[src/rtl/mac_seq_pkg.sv]
// Shared definitions for the MAC sequencer.
// Contents: engine mode codes, the sequencer state encoding and a
// legality check for the command mode field.
package mac_seq_pkg;

  localparam logic [3:0] MODE_2B = 4'd0;
  localparam logic [3:0] MODE_4B = 4'd1;
  localparam logic [3:0] MODE_8B = 4'd2;

  typedef enum logic [2:0] {
    ST_IDLE,
    ST_RUN,
    ST_WAIT_V,
    ST_XFER,
    ST_GAP
  } state_t;

  // Mode codes are dense from 0, so anything above the widest mode is illegal.
  function automatic logic mode_legal(input logic [3:0] mode);
    return (mode <= MODE_8B);
  endfunction

endpackage

[src/rtl/mac_sequencer_if.sv]
// Bundle of every handshake/bus signal around the MAC sequencer.
// Groups: command port (host -> sequencer), operand memory read port,
// engine control/operand/result port, downstream result stream and
// done/err status pulses.
// Modports: slave  = the sequencer itself
//           master = the surrounding system (host, memories, engine, sink)
interface mac_sequencer_if #(
  parameter int DATA_W = 8,
  parameter int ADDR_W = 10,
  parameter int SUM_W  = 20,
  parameter int CNT_W  = 8
);
  logic              cmd_valid;
  logic              cmd_ready;
  logic [3:0]        cmd_mode;
  logic              cmd_sx;
  logic              cmd_sy;
  logic [CNT_W-1:0]  cmd_len;
  logic [CNT_W-1:0]  cmd_count;
  logic [ADDR_W-1:0] cmd_act_base;
  logic [ADDR_W-1:0] cmd_wgt_base;

  logic              mem_rd_en;
  logic [ADDR_W-1:0] act_addr;
  logic [ADDR_W-1:0] wgt_addr;
  logic [DATA_W-1:0] act_rdata;
  logic [DATA_W-1:0] wgt_rdata;

  logic              eng_en;
  logic [DATA_W-1:0] eng_act;
  logic [DATA_W-1:0] eng_wgt;
  logic [3:0]        eng_mode;
  logic              eng_sx;
  logic              eng_sy;
  logic [CNT_W-1:0]  eng_batch_size;
  logic              eng_valid;
  logic              eng_ready;
  logic [SUM_W-1:0]  eng_sum;

  logic              res_valid;
  logic              res_ready;
  logic [SUM_W-1:0]  res_data;
  logic              res_last;

  logic              done;
  logic              err;

  modport slave (
    input  cmd_valid, cmd_mode, cmd_sx, cmd_sy, cmd_len, cmd_count,
           cmd_act_base, cmd_wgt_base, act_rdata, wgt_rdata,
           eng_valid, eng_sum, res_ready,
    output cmd_ready, mem_rd_en, act_addr, wgt_addr, eng_en, eng_act,
           eng_wgt, eng_mode, eng_sx, eng_sy, eng_batch_size, eng_ready,
           res_valid, res_data, res_last, done, err
  );

  modport master (
    output cmd_valid, cmd_mode, cmd_sx, cmd_sy, cmd_len, cmd_count,
           cmd_act_base, cmd_wgt_base, act_rdata, wgt_rdata,
           eng_valid, eng_sum, res_ready,
    input  cmd_ready, mem_rd_en, act_addr, wgt_addr, eng_en, eng_act,
           eng_wgt, eng_mode, eng_sx, eng_sy, eng_batch_size, eng_ready,
           res_valid, res_data, res_last, done, err
  );

endinterface

[src/rtl/mac_seq_addr_gen.sv]
// Operand address generator for the MAC sequencer.
// Ports: clk, rst (async, active-high)
//        load     - start of job: both pointers take their bases, elem=0
//        step     - one operand read issued: pointers and elem advance
//        restart  - between dot products: activation pointer rewinds to
//                   its base, weight pointer keeps going (next row), elem=0
//        act_base, wgt_base - bases sampled on load
//        len      - elements per dot product (latched job length)
//        act_ptr, wgt_ptr   - current read addresses
//        last_elem          - current element is the last of the row
// Pointers wrap modulo 2^ADDR_W by plain overflow.
module mac_seq_addr_gen #(
  parameter int ADDR_W = 10,
  parameter int CNT_W  = 8
) (
  input  logic              clk,
  input  logic              rst,
  input  logic              load,
  input  logic              step,
  input  logic              restart,
  input  logic [ADDR_W-1:0] act_base,
  input  logic [ADDR_W-1:0] wgt_base,
  input  logic [CNT_W-1:0]  len,
  output logic [ADDR_W-1:0] act_ptr,
  output logic [ADDR_W-1:0] wgt_ptr,
  output logic              last_elem
);

  logic [ADDR_W-1:0] act_ptr_reg;
  logic [ADDR_W-1:0] act_base_reg;
  logic [ADDR_W-1:0] wgt_ptr_reg;
  logic [CNT_W-1:0]  elem_reg;

  always_ff @(posedge clk or posedge rst) begin
    if (rst) begin
      act_ptr_reg  <= '0;
      act_base_reg <= '0;
      wgt_ptr_reg  <= '0;
      elem_reg     <= '0;
    end else if (load) begin
      act_ptr_reg  <= act_base;
      act_base_reg <= act_base;
      wgt_ptr_reg  <= wgt_base;
      elem_reg     <= '0;
    end else if (step) begin
      act_ptr_reg  <= act_ptr_reg + ADDR_W'(1);
      wgt_ptr_reg  <= wgt_ptr_reg + ADDR_W'(1);
      elem_reg     <= elem_reg + CNT_W'(1);
    end else if (restart) begin
      // Activation vector is reused for every row; weights stream on.
      act_ptr_reg  <= act_base_reg;
      elem_reg     <= '0;
    end
  end

  assign act_ptr   = act_ptr_reg;
  assign wgt_ptr   = wgt_ptr_reg;
  assign last_elem = (elem_reg == len - CNT_W'(1));

endmodule

[src/rtl/mac_sequencer.sv]
// Command-driven controller for one mac_engine.
// Ports: clk, rst (async, active-high), bus (mac_sequencer_if.slave).
// A job runs cmd_count dot products of cmd_len elements in matrix-vector
// order: the activation vector is re-read for every row while weight
// addresses advance continuously. Each engine result is captured and
// offered on the res_* stream; done pulses after the last one is taken,
// err pulses when a command is rejected.
module mac_sequencer
  import mac_seq_pkg::*;
#(
  parameter int DATA_W = 8,
  parameter int ADDR_W = 10,
  parameter int SUM_W  = 20,
  parameter int CNT_W  = 8
) (
  input logic             clk,
  input logic             rst,
  mac_sequencer_if.slave  bus
);

  state_t            state_reg;
  logic              cmd_ready_reg;
  logic              mem_rd_en_reg;
  logic              rd_en_d_reg;
  logic              eng_en_reg;
  logic [3:0]        mode_reg;
  logic              sx_reg;
  logic              sy_reg;
  logic [CNT_W-1:0]  len_reg;
  logic [CNT_W-1:0]  count_reg;
  logic [CNT_W-1:0]  outs_reg;
  logic              res_valid_reg;
  logic              res_last_reg;
  logic [SUM_W-1:0]  res_data_reg;
  logic              done_reg;
  logic              err_reg;

  logic              cmd_accept;
  logic              cmd_bad;
  logic              job_start;
  logic              last_elem;
  logic              res_fire;
  logic [ADDR_W-1:0] act_ptr;
  logic [ADDR_W-1:0] wgt_ptr;
  logic [1:0][DATA_W-1:0] rdata;
  logic [1:0][DATA_W-1:0] gated;

  assign cmd_accept = cmd_ready_reg && bus.cmd_valid;
  assign cmd_bad    = !mode_legal(bus.cmd_mode) || (bus.cmd_len == '0);
  assign job_start  = cmd_accept && !cmd_bad && (bus.cmd_count != '0);
  assign res_fire   = res_valid_reg && bus.res_ready;

  mac_seq_addr_gen #(
    .ADDR_W (ADDR_W),
    .CNT_W  (CNT_W)
  ) u_addr_gen (
    .clk       (clk),
    .rst       (rst),
    .load      (job_start),
    .step      (state_reg == ST_RUN),
    .restart   (state_reg == ST_GAP),
    .act_base  (bus.cmd_act_base),
    .wgt_base  (bus.cmd_wgt_base),
    .len       (len_reg),
    .act_ptr   (act_ptr),
    .wgt_ptr   (wgt_ptr),
    .last_elem (last_elem)
  );

  // Read data is only meaningful the cycle after a strobe; otherwise the
  // memory output may still hold a stale word, so it is forced to zero.
  assign rdata = {bus.wgt_rdata, bus.act_rdata};
  genvar gi;
  generate
    for (gi = 0; gi < 2; gi++) begin : g_opnd
      assign gated[gi] = rd_en_d_reg ? rdata[gi] : '0;
    end
  endgenerate

  always_ff @(posedge clk or posedge rst) begin
    if (rst) begin
      state_reg     <= ST_IDLE;
      cmd_ready_reg <= 1'b1;
      mem_rd_en_reg <= 1'b0;
      rd_en_d_reg   <= 1'b0;
      eng_en_reg    <= 1'b0;
      mode_reg      <= '0;
      sx_reg        <= 1'b0;
      sy_reg        <= 1'b0;
      len_reg       <= '0;
      count_reg     <= '0;
      outs_reg      <= '0;
      res_valid_reg <= 1'b0;
      res_last_reg  <= 1'b0;
      res_data_reg  <= '0;
      done_reg      <= 1'b0;
      err_reg       <= 1'b0;
    end else begin
      done_reg    <= 1'b0;
      err_reg     <= 1'b0;
      rd_en_d_reg <= mem_rd_en_reg;
      case (state_reg)
        ST_IDLE: begin
          if (cmd_accept) begin
            if (cmd_bad) begin
              err_reg <= 1'b1;
            end else if (bus.cmd_count == '0) begin
              done_reg <= 1'b1;
            end else begin
              mode_reg      <= bus.cmd_mode;
              sx_reg        <= bus.cmd_sx;
              sy_reg        <= bus.cmd_sy;
              len_reg       <= bus.cmd_len;
              count_reg     <= bus.cmd_count;
              outs_reg      <= '0;
              cmd_ready_reg <= 1'b0;
              eng_en_reg    <= 1'b1;
              mem_rd_en_reg <= 1'b1;
              state_reg     <= ST_RUN;
            end
          end
        end
        ST_RUN: begin
          if (last_elem) begin
            mem_rd_en_reg <= 1'b0;
            state_reg     <= ST_WAIT_V;
          end
        end
        ST_WAIT_V: begin
          if (bus.eng_valid) begin
            res_data_reg  <= bus.eng_sum;
            res_valid_reg <= 1'b1;
            res_last_reg  <= (outs_reg == count_reg - CNT_W'(1));
            state_reg     <= ST_XFER;
          end
        end
        ST_XFER: begin
          if (res_fire) begin
            outs_reg      <= outs_reg + CNT_W'(1);
            res_valid_reg <= 1'b0;
            res_last_reg  <= 1'b0;
            eng_en_reg    <= 1'b0;
            if (res_last_reg) begin
              done_reg      <= 1'b1;
              cmd_ready_reg <= 1'b1;
              state_reg     <= ST_IDLE;
            end else begin
              state_reg <= ST_GAP;
            end
          end
        end
        ST_GAP: begin
          // One idle engine cycle so it can clear before the next row.
          eng_en_reg    <= 1'b1;
          mem_rd_en_reg <= 1'b1;
          state_reg     <= ST_RUN;
        end
        default: begin
          state_reg <= ST_IDLE;
        end
      endcase
    end
  end

  assign bus.cmd_ready      = cmd_ready_reg;
  assign bus.mem_rd_en      = mem_rd_en_reg;
  assign bus.act_addr       = act_ptr;
  assign bus.wgt_addr       = wgt_ptr;
  assign bus.eng_en         = eng_en_reg;
  assign bus.eng_act        = gated[0];
  assign bus.eng_wgt        = gated[1];
  assign bus.eng_mode       = mode_reg;
  assign bus.eng_sx         = sx_reg;
  assign bus.eng_sy         = sy_reg;
  assign bus.eng_batch_size = len_reg;
  assign bus.eng_ready      = res_fire;
  assign bus.res_valid      = res_valid_reg;
  assign bus.res_data       = res_data_reg;
  assign bus.res_last       = res_last_reg;
  assign bus.done           = done_reg;
  assign bus.err            = err_reg;

endmodule
[src/flat_wrapper.sv]
// flat-port wrapper written by rule: the top's interface ports become plain ports
module mac_sequencer_flat import mac_seq_pkg::*;
#(
  parameter int DATA_W = 8,
  parameter int ADDR_W = 10,
  parameter int SUM_W  = 20,
  parameter int CNT_W  = 8
)
  (clk, rst, bus_cmd_valid, bus_cmd_mode, bus_cmd_sx, bus_cmd_sy, bus_cmd_len, bus_cmd_count, bus_cmd_act_base, bus_cmd_wgt_base, bus_act_rdata, bus_wgt_rdata, bus_eng_valid, bus_eng_sum, bus_res_ready, bus_cmd_ready, bus_mem_rd_en, bus_act_addr, bus_wgt_addr, bus_eng_en, bus_eng_act, bus_eng_wgt, bus_eng_mode, bus_eng_sx, bus_eng_sy, bus_eng_batch_size, bus_eng_ready, bus_res_valid, bus_res_data, bus_res_last, bus_done, bus_err);
  mac_sequencer_if #(.DATA_W(DATA_W), .ADDR_W(ADDR_W), .SUM_W(SUM_W), .CNT_W(CNT_W)) bus_i ();
  input logic clk;
  input logic rst;
  input wire logic [$bits(bus_i.cmd_valid)-1:0] bus_cmd_valid;
  input wire logic [$bits(bus_i.cmd_mode)-1:0] bus_cmd_mode;
  input wire logic [$bits(bus_i.cmd_sx)-1:0] bus_cmd_sx;
  input wire logic [$bits(bus_i.cmd_sy)-1:0] bus_cmd_sy;
  input wire logic [$bits(bus_i.cmd_len)-1:0] bus_cmd_len;
  input wire logic [$bits(bus_i.cmd_count)-1:0] bus_cmd_count;
  input wire logic [$bits(bus_i.cmd_act_base)-1:0] bus_cmd_act_base;
  input wire logic [$bits(bus_i.cmd_wgt_base)-1:0] bus_cmd_wgt_base;
  input wire logic [$bits(bus_i.act_rdata)-1:0] bus_act_rdata;
  input wire logic [$bits(bus_i.wgt_rdata)-1:0] bus_wgt_rdata;
  input wire logic [$bits(bus_i.eng_valid)-1:0] bus_eng_valid;
  input wire logic [$bits(bus_i.eng_sum)-1:0] bus_eng_sum;
  input wire logic [$bits(bus_i.res_ready)-1:0] bus_res_ready;
  output wire logic [$bits(bus_i.cmd_ready)-1:0] bus_cmd_ready;
  output wire logic [$bits(bus_i.mem_rd_en)-1:0] bus_mem_rd_en;
  output wire logic [$bits(bus_i.act_addr)-1:0] bus_act_addr;
  output wire logic [$bits(bus_i.wgt_addr)-1:0] bus_wgt_addr;
  output wire logic [$bits(bus_i.eng_en)-1:0] bus_eng_en;
  output wire logic [$bits(bus_i.eng_act)-1:0] bus_eng_act;
  output wire logic [$bits(bus_i.eng_wgt)-1:0] bus_eng_wgt;
  output wire logic [$bits(bus_i.eng_mode)-1:0] bus_eng_mode;
  output wire logic [$bits(bus_i.eng_sx)-1:0] bus_eng_sx;
  output wire logic [$bits(bus_i.eng_sy)-1:0] bus_eng_sy;
  output wire logic [$bits(bus_i.eng_batch_size)-1:0] bus_eng_batch_size;
  output wire logic [$bits(bus_i.eng_ready)-1:0] bus_eng_ready;
  output wire logic [$bits(bus_i.res_valid)-1:0] bus_res_valid;
  output wire logic [$bits(bus_i.res_data)-1:0] bus_res_data;
  output wire logic [$bits(bus_i.res_last)-1:0] bus_res_last;
  output wire logic [$bits(bus_i.done)-1:0] bus_done;
  output wire logic [$bits(bus_i.err)-1:0] bus_err;
  assign bus_i.cmd_valid = bus_cmd_valid;
  assign bus_i.cmd_mode = bus_cmd_mode;
  assign bus_i.cmd_sx = bus_cmd_sx;
  assign bus_i.cmd_sy = bus_cmd_sy;
  assign bus_i.cmd_len = bus_cmd_len;
  assign bus_i.cmd_count = bus_cmd_count;
  assign bus_i.cmd_act_base = bus_cmd_act_base;
  assign bus_i.cmd_wgt_base = bus_cmd_wgt_base;
  assign bus_i.act_rdata = bus_act_rdata;
  assign bus_i.wgt_rdata = bus_wgt_rdata;
  assign bus_i.eng_valid = bus_eng_valid;
  assign bus_i.eng_sum = bus_eng_sum;
  assign bus_i.res_ready = bus_res_ready;
  assign bus_cmd_ready = bus_i.cmd_ready;
  assign bus_mem_rd_en = bus_i.mem_rd_en;
  assign bus_act_addr = bus_i.act_addr;
  assign bus_wgt_addr = bus_i.wgt_addr;
  assign bus_eng_en = bus_i.eng_en;
  assign bus_eng_act = bus_i.eng_act;
  assign bus_eng_wgt = bus_i.eng_wgt;
  assign bus_eng_mode = bus_i.eng_mode;
  assign bus_eng_sx = bus_i.eng_sx;
  assign bus_eng_sy = bus_i.eng_sy;
  assign bus_eng_batch_size = bus_i.eng_batch_size;
  assign bus_eng_ready = bus_i.eng_ready;
  assign bus_res_valid = bus_i.res_valid;
  assign bus_res_data = bus_i.res_data;
  assign bus_res_last = bus_i.res_last;
  assign bus_done = bus_i.done;
  assign bus_err = bus_i.err;
  mac_sequencer #(.DATA_W(DATA_W), .ADDR_W(ADDR_W), .SUM_W(SUM_W), .CNT_W(CNT_W)) u_core (.clk(clk), .rst(rst), .bus(bus_i));
endmodule
[config.mk]
export PLATFORM = sky130hd
export DESIGN_NAME = mac_sequencer_flat
export DESIGN_NICKNAME = d
export VERILOG_FILES = /design/src/rtl/mac_seq_pkg.sv /design/src/rtl/mac_sequencer_if.sv /design/src/rtl/mac_seq_addr_gen.sv /design/src/rtl/mac_sequencer.sv /design/src/flat_wrapper.sv
export SDC_FILE = /design/constraint.sdc
export NUM_CORES = 1
export LEC_CHECK = 0
export BUFFER_PORTS_ARGS = -buffer_cell sky130_fd_sc_hd__buf_2
export CORE_ASPECT_RATIO = 1.75
export CORE_UTILIZATION = 55
export CTS_CLUSTER_DIAMETER = 80
export CTS_CLUSTER_SIZE = 10
export DETAILED_ROUTE_END_ITERATION = 10
export GPL_TIMING_DRIVEN = 0
export PLACE_DENSITY = 0.95
export SLEW_MARGIN = 10
export SYNTH_ARGS = -nofsm -noshare
export SYNTH_HDL_FRONTEND = slang
export SYNTH_SLANG_ARGS = --single-unit
export TNS_END_PERCENT = 5
[constraint.sdc]
create_clock -name clk -period 5.8 [get_ports clk]
set_clock_uncertainty 0.05 [all_clocks]
set_input_delay 0.58 -clock clk [delete_from_list [all_inputs] [get_ports clk]]
set_output_delay 0.58 -clock clk [all_outputs]
set_load 0.01 [all_outputs]
# == Yosys cells after proc, flatten, opt, wreduce, memory -nomap -nowiden ==
# Cells that the tools add are included.
# word_totals
ff_bits,99
in_bits,83
word_cells,116
# classes
addsub,6
magnitude_cmp,1
n_eq_ne,13
mux,49
n_bitwise,2
n_reduce_logical,25
# op_table
cell,n
2-to-1 mux 8 bit,9
2-to-1 mux 10 bit,5
2-to-1 mux 3 bit,7
adder 10 x 1 -> 10 bit (second input constant),2
2-to-1 mux 1 bit,20
adder 8 x 1 -> 8 bit (second input constant),2
== test 8 bit,2
logical NOT 8 bit,2
case mux 8 bit (2 select lines),1
subtractor 8 x 1 -> 8 bit (second input constant),2
case mux 3 bit (5 select lines),1
AND reduction 5 bit,3
AND reduction 6 bit,2
nonzero test 3 bit,3
inequality test 2 bit (second input constant),4
case mux 1 bit (2 select lines),4
nonzero test 8 bit,1
== test 3 x 2 -> 1 bit (second input constant),2
inequality test 2 x 1 -> 1 bit (second input constant),3
case mux 1 bit (3 select lines),2
nonzero test 2 bit,3
less-or-equal comparator 4 x 2 -> 1 bit (second input constant),1
logical AND 1 bit,4
AND reduction 4 bit,1
8 further kinds,10

# == Logic depth before layout (Yosys ltp) ==
# depth
ltp_word,7
depth_mapped,8

# == Modules after synthesis ==
# A second synthesis with hierarchy kept.
# unflattened
hier_cells,511
hier_area_um2,5307.6
# modules_own_cells
module,n_inst,cells_per_inst,area_each_um2
mac_sequencer,1,267,3109.2
mac_seq_addr_gen,1,244,2198.4

# == Worst setup path before layout ==
# No wires, ideal clock.
# synth_timing
kind,input-to-reg
startpoint,input bus_cmd_len[0]
endpoint,register u_core.u_addr_gen.act_ptr_reg[5] (netlist: u_core.u_addr_gen.act_ptr[5])
setup_ps,87
arrival_ps,1890
slack_ps,3773
cell_stages,8
n_path_buf,2
path_cell_list,nor4_1 > a21oi_4 > and3_1 > buf_6 > nor2_4 > buf_4 > o21ai_1 > o211ai_1
# synth_between
elab_chain_cells,6
word_cells_on_any_way,7
classes_between,mux: 1; reduce/logical: 6
# synth_lines
item,line,source
start: declaration,flat_wrapper.sv:17,input wire logic [$bits(bus_i.cmd_len)-1:0] bus_cmd_len;
logical NOT 8 bit (*),mac_sequencer.sv:49,assign cmd_bad = !mode_legal(bus.cmd_mode) || (bus.cmd_len == '0);
logical OR 1 bit (*),mac_sequencer.sv:49,
logical NOT 1 bit (*),mac_sequencer.sv:50,assign job_start = cmd_accept && !cmd_bad && (bus.cmd_count != '0);
logical AND 1 bit (*) (2 in a row),mac_sequencer.sv:50,
nonzero test 3 bit (no source line) / 2-to-1 mux 10 bit (equally long branches),-,
end signal: assignment,mac_seq_addr_gen.sv:41,act_ptr_reg <= act_base;
end signal: assignment,mac_seq_addr_gen.sv:46,act_ptr_reg <= act_ptr_reg + ADDR_W'(1);
end signal: assignment,mac_seq_addr_gen.sv:51,act_ptr_reg <= act_base_reg;
end: declaration,mac_seq_addr_gen.sv:29,logic [ADDR_W-1:0] act_ptr_reg;
# Mark *: on every way between the ends. The rest lies on a longest branch, timed or not.
# A chain may end at the register's enable or synchronous reset.

# == Worst setup path in the final report ==
# layout_timing
startpoint,register u_core.len_reg[0] (netlist: u_core.bus.eng_batch_size[0])
endpoint,register u_core.state_reg[0]
# layout_between
elab_chain_cells,4
# layout_lines
item,line,source
start: declaration,mac_sequencer.sv:29,logic [CNT_W-1:0] len_reg;
start signal: assignment,mac_sequencer.sv:113,len_reg <= bus.cmd_len;
subtractor 8 x 1 -> 8 bit,mac_seq_addr_gen.sv:58,assign last_elem = (elem_reg == len - CNT_W'(1));
== test 8 bit,mac_seq_addr_gen.sv:58,
inequality test 2 x 1 -> 1 bit (no source line),-,
AND reduction 6 bit (no source line),-,
end signal: assignment,mac_sequencer.sv:82,state_reg <= ST_IDLE;
end signal: assignment,mac_sequencer.sv:119,state_reg <= ST_RUN;
end signal: assignment,mac_sequencer.sv:126,state_reg <= ST_WAIT_V;
end: declaration,mac_sequencer.sv:21,state_t state_reg;
# Every way passes these cells.

==> run summary <==
The net count of the finished layout is ~800. The clock slew at the register clock pins of the worst setup and hold paths came out at roughly 0.070 ns. The cell count after synthesis came out at between 500 and 600.

Counting flops and latches in the post-synthesis netlist gives between 90 and 100. The flip-flop count of the largest register, all copies and words added came out at 20. The top-level I/O count is between 150 and 200.

Setup repair after global routing left no endpoint under its margin. The initialized floorplan defines 46 standard-cell rows. The count of synthesis-stage warnings from yosys is 0. The root buffer cell chosen for the clock tree is sky130_fd_sc_hd__clkbuf_16. The overall global routing resource usage came out at ~29%. The setup violation total in the final timing report is 0. The CTS tree is done. The worst setup path is of the flip-flop to flip-flop kind.

Derived from the worst setup path, the maximum achievable clock frequency is 0.457 GHz. The count of input and output buffers came out at 160. In this run switching power makes up 22.3% of total power.

At the later pin of the worst-skew pair, clock insertion delay measures around 0.35 ns. In this run the worst hold path is classified as input pin to asynchronous set/reset pin. The fraction of registers with async set or reset after synthesis is 100%.

The die is roughly 75 microns wide. The synthesized netlist occupies a cell area of ~5100 sq um. In this run the tightest slew margin relative to its limit is 46.8%. The final antenna-violating net count is 0. The number of violations reported at the end of detailed-routing iteration 0 came out at just over 300. The critical path's largest stage delay came out at ~0.44 ns. Combinational cells account for around 3.6% of the total power. The number of distinct library cells after synthesis is 59.

The floorplan step defined a die boundary enclosing roughly 9600 sq um. The quantity of hold-fixing buffers added after cts is 0. The analysis attributes to net switching a power of about 0.3 mW. The floorplan step defined a core boundary enclosing ~9000 sq um. Synthesis produced a netlist with a net count of around 630.

The final critical-path required period is 2.19 ns. The register-to-register setup slack is 3.61 ns. Counting flops with a built-in enable in the synthesized netlist gives 0. The relative area change from synthesis to final layout is 25.3%. The number of global-route vias before repair is around 4700. The post-detailed-routing wire length is around 14000 microns.

In the final layout, the share of cells above drive strength 1 is approximately a third. STA classifies the critical path endpoint as a flip-flop. At the pin with the least slew margin, the transition time is between 0.7 and 0.8 ns. At the worst endpoint, the arrival time is ~2.4 ns. The buffering stage count on the worst path with inverters included came out at 1. The last weighted congestion value of the routability-driven placer came out at 0.890.

The number of filler instances in the final layout came out at about 670. The max-slew violation total from the final report came out at 0. The leading cell type in the layout, fill and taps excluded is sky130_fd_sc_hd__buf_2. The number of sinks on the clock net came out at 99. The share of total power dissipated in the clock network is a little under half. The run finished with clean final reports. The initial utilization of the core area, before any placement, comes to a little under three fifths. The sequential area share after synthesis is 48.9%. The final hold violation count came out at 0. The repair_antennas step left the layout with diodes totalling 0. The number of buffers added by the clock tree synthesis step is 9. The number of setup buffers added after CTS is 0.

The initial antenna violation count is 0. Summed over all nets, the half-perimeter wirelength after detailed placement is ~10000 microns. Power spread over the standard cell area amounts to roughly 210 nW/um^2. Dividing the detail-routed wire length by the instance count gives approximately 16 microns. The worst setup slack after placement is between 3 and 4 ns.

The tool flagged a number of max-cap violations equal to 0. The fraction of the cycle the final worst path needs is 37.7%. The height of the chip is roughly 130 microns. The via density per instance came out at approximately 5.6.

In the synthesized netlist the dominant register cell turns out to be sky130_fd_sc_hd__dfrtp_1. Dividing the synthesized area by the synthesized cell count gives approximately 9.3 sq um. The design internal power is ~1.1 mW. Setup slack closes at approximately 3.6 ns. The H-tree depth came out at 3. The remaining design rule violation count came out at 0. For this run, the detailed router's first-pass iteration total came to 5. The worst setup path is launched from a flip-flop. Sequential cells burn between 50% and 60% of the power. The reported leakage power is around 3.3 nW.

Entering global routing, the biggest net connects 64 pins. Once the clock tree was built, the resizer swapped 0 gates to a different size. The leftover overflow at the end of global routing came out at 0. The signal on the critical path passes through inv_1, ha_1, nor4_1, a31oi_1, nor3b_1, o21ai_1, a211o_1. Grouping stages by cell kind, the critical path spends the most delay in simple AND/OR/NAND/NOR gates.

The first-pass GRT wire length came out at between 20000 and 25000 microns. The total number of vias came out at 4730. Adding up every negative setup slack in the final design gives 0 ns. The worst supply voltage drop on vdd came out at 0.219 mV. In the layout the commonest cells are sky130_fd_sc_hd__buf_2 (172), sky130_fd_sc_hd__nand2_1 (129), sky130_fd_sc_hd__dfrtp_1 (98). For this design, the slowest cell found on the critical path is sky130_fd_sc_hd__dfrtp_1. The maximum net fanout on the critical path is 7. The required time at the worst-slack endpoint came out at roughly 6 ns. Counting along the longest clock path gives a buffer depth of 2.
==> cells in the mapped netlist, types with 9 or more instances <==
master	number	share of area, %
sky130_fd_sc_hd__o21ai_1	14	1.4
sky130_fd_sc_hd__inv_1	14	1.0
sky130_fd_sc_hd__buf_2	12	1.2
sky130_fd_sc_hd__clkbuf_1	9	0.67
sky130_fd_sc_hd__nand3_1	14	1.4
sky130_fd_sc_hd__nor2_1	30	2.2
sky130_fd_sc_hd__nor3_1	9	0.89
sky130_fd_sc_hd__nand2_1	129	9.6
sky130_fd_sc_hd__mux2_2	20	4.4
sky130_fd_sc_hd__and2_1	19	2.3
sky130_fd_sc_hd__xnor2_1	19	3.3
sky130_fd_sc_hd__dfrtp_1	98	48
sky130_fd_sc_hd__a21oi_1	16	1.6
sky130_fd_sc_hd__o21ai_0	28	2.8
sky130_fd_sc_hd__xor2_1	23	4.0
==> routing by layer <==
layer / global-route usage, % / wire length (microns) / vias to the layer above
li1: - / - / 2186
met1: 32.5 / 4950 / 2284
met2: 50.6 / 7460 / 217
met3: 5.72 / 724 / 43
met4: 15.4 / 498 / 0
met5: 0 / 0 / -
==> worst paths after layout <==
| check | start | end | depth (start not counted) |
|---|---|---|---|
| min in group clk | bus_cmd_sx | u_core.bus.eng_sx$_DFFE_PP0P_ | 3 |
| max in group asynchronous | rst | u_core.bus.cmd_ready$_DFFE_PP1P_ | 3 |
| hold / removal | rst | u_core.bus.res_data[11]$_DFFE_PP0P_ | 2 |
| setup reg to reg | u_core.bus.eng_batch_size[0]$_DFFE_PP0P_ | u_core.state_reg[0]$_DFFE_PP0P_ | 7 |
| setup / recovery | u_core.bus.eng_batch_size[0]$_DFFE_PP0P_ | u_core.state_reg[0]$_DFFE_PP0P_ | 7 |
| hold reg to reg | u_core.bus.mem_rd_en$_DFFE_PP0P_ | u_core.rd_en_d_reg$_DFF_PP0_ | 0 |
==> logic make-up after synthesis <==
kind of cell | Yosys count | synth area share [%]
fa+ha+maj | 6 | 1.48
xor+xnor | 42 | 7.26
mux | 21 | 4.64
compound gates | 85 | 10.6
flops | 99 | 48.9
simple gates | 251 | 23.7
buf+inv | 38 | 3.48
==> power by group through the flow <==
| stage | clock network, mW | registers (mW) | logic (mW) |
|---|---|---|---|
| 2_1_floorplan | 0 | 0.703 | 0.0131 |
| 3_3_place_gp | 0 | 0.703 | 0.0452 |
| 3_5_place_dp | 0 | 0.703 | 0.0495 |
| 4_1_cts | 0.626 | 0.690 | 0.0495 |
| 5_1_grt | 0.654 | 0.690 | 0.0545 |
| 6_report | 0.617 | 0.690 | 0.0487 |
==> final cells by class <==
| cell class | count | area (sq um) | share of cell area (%) |
|---|---|---|---|
| tap | 120 | 150 | 2.36 |
| timing repair buffer | 161 | 821 | 12.9 |
| buffer | 24 | 124 | 1.95 |
| clock buffer | 9 | 225 | 3.55 |
| sequential | 99 | 2480 | 39.0 |
| clock inverter | 7 | 83.8 | 1.32 |
| inverter | 14 | 55.1 | 0.867 |
| multi-input combinational | 405 | 2410 | 38.0 |
==> stage by stage <==
| stage | power [mW] | area [sq um] | utilization (%) | cells | hold WS [ns] |
|---|---|---|---|---|---|
| 6_report | 1.36 | 6350 | 70.7 | 839 | 0.348 |
| 5_1_grt | 1.40 | 6350 | 70.7 | 839 | 0.382 |
| 4_1_cts | 1.37 | 6350 | 70.7 | 839 | 0.366 |
| 3_5_place_dp | 0.753 | 6040 | 67.3 | 823 | 0.370 |
| 3_3_place_gp | 0.749 | 6020 | 67.0 | 822 | 0.388 |
| 2_1_floorplan | 0.717 | 5070 | - | 542 | 0.385 |
(Power assumes the default switching activity.)
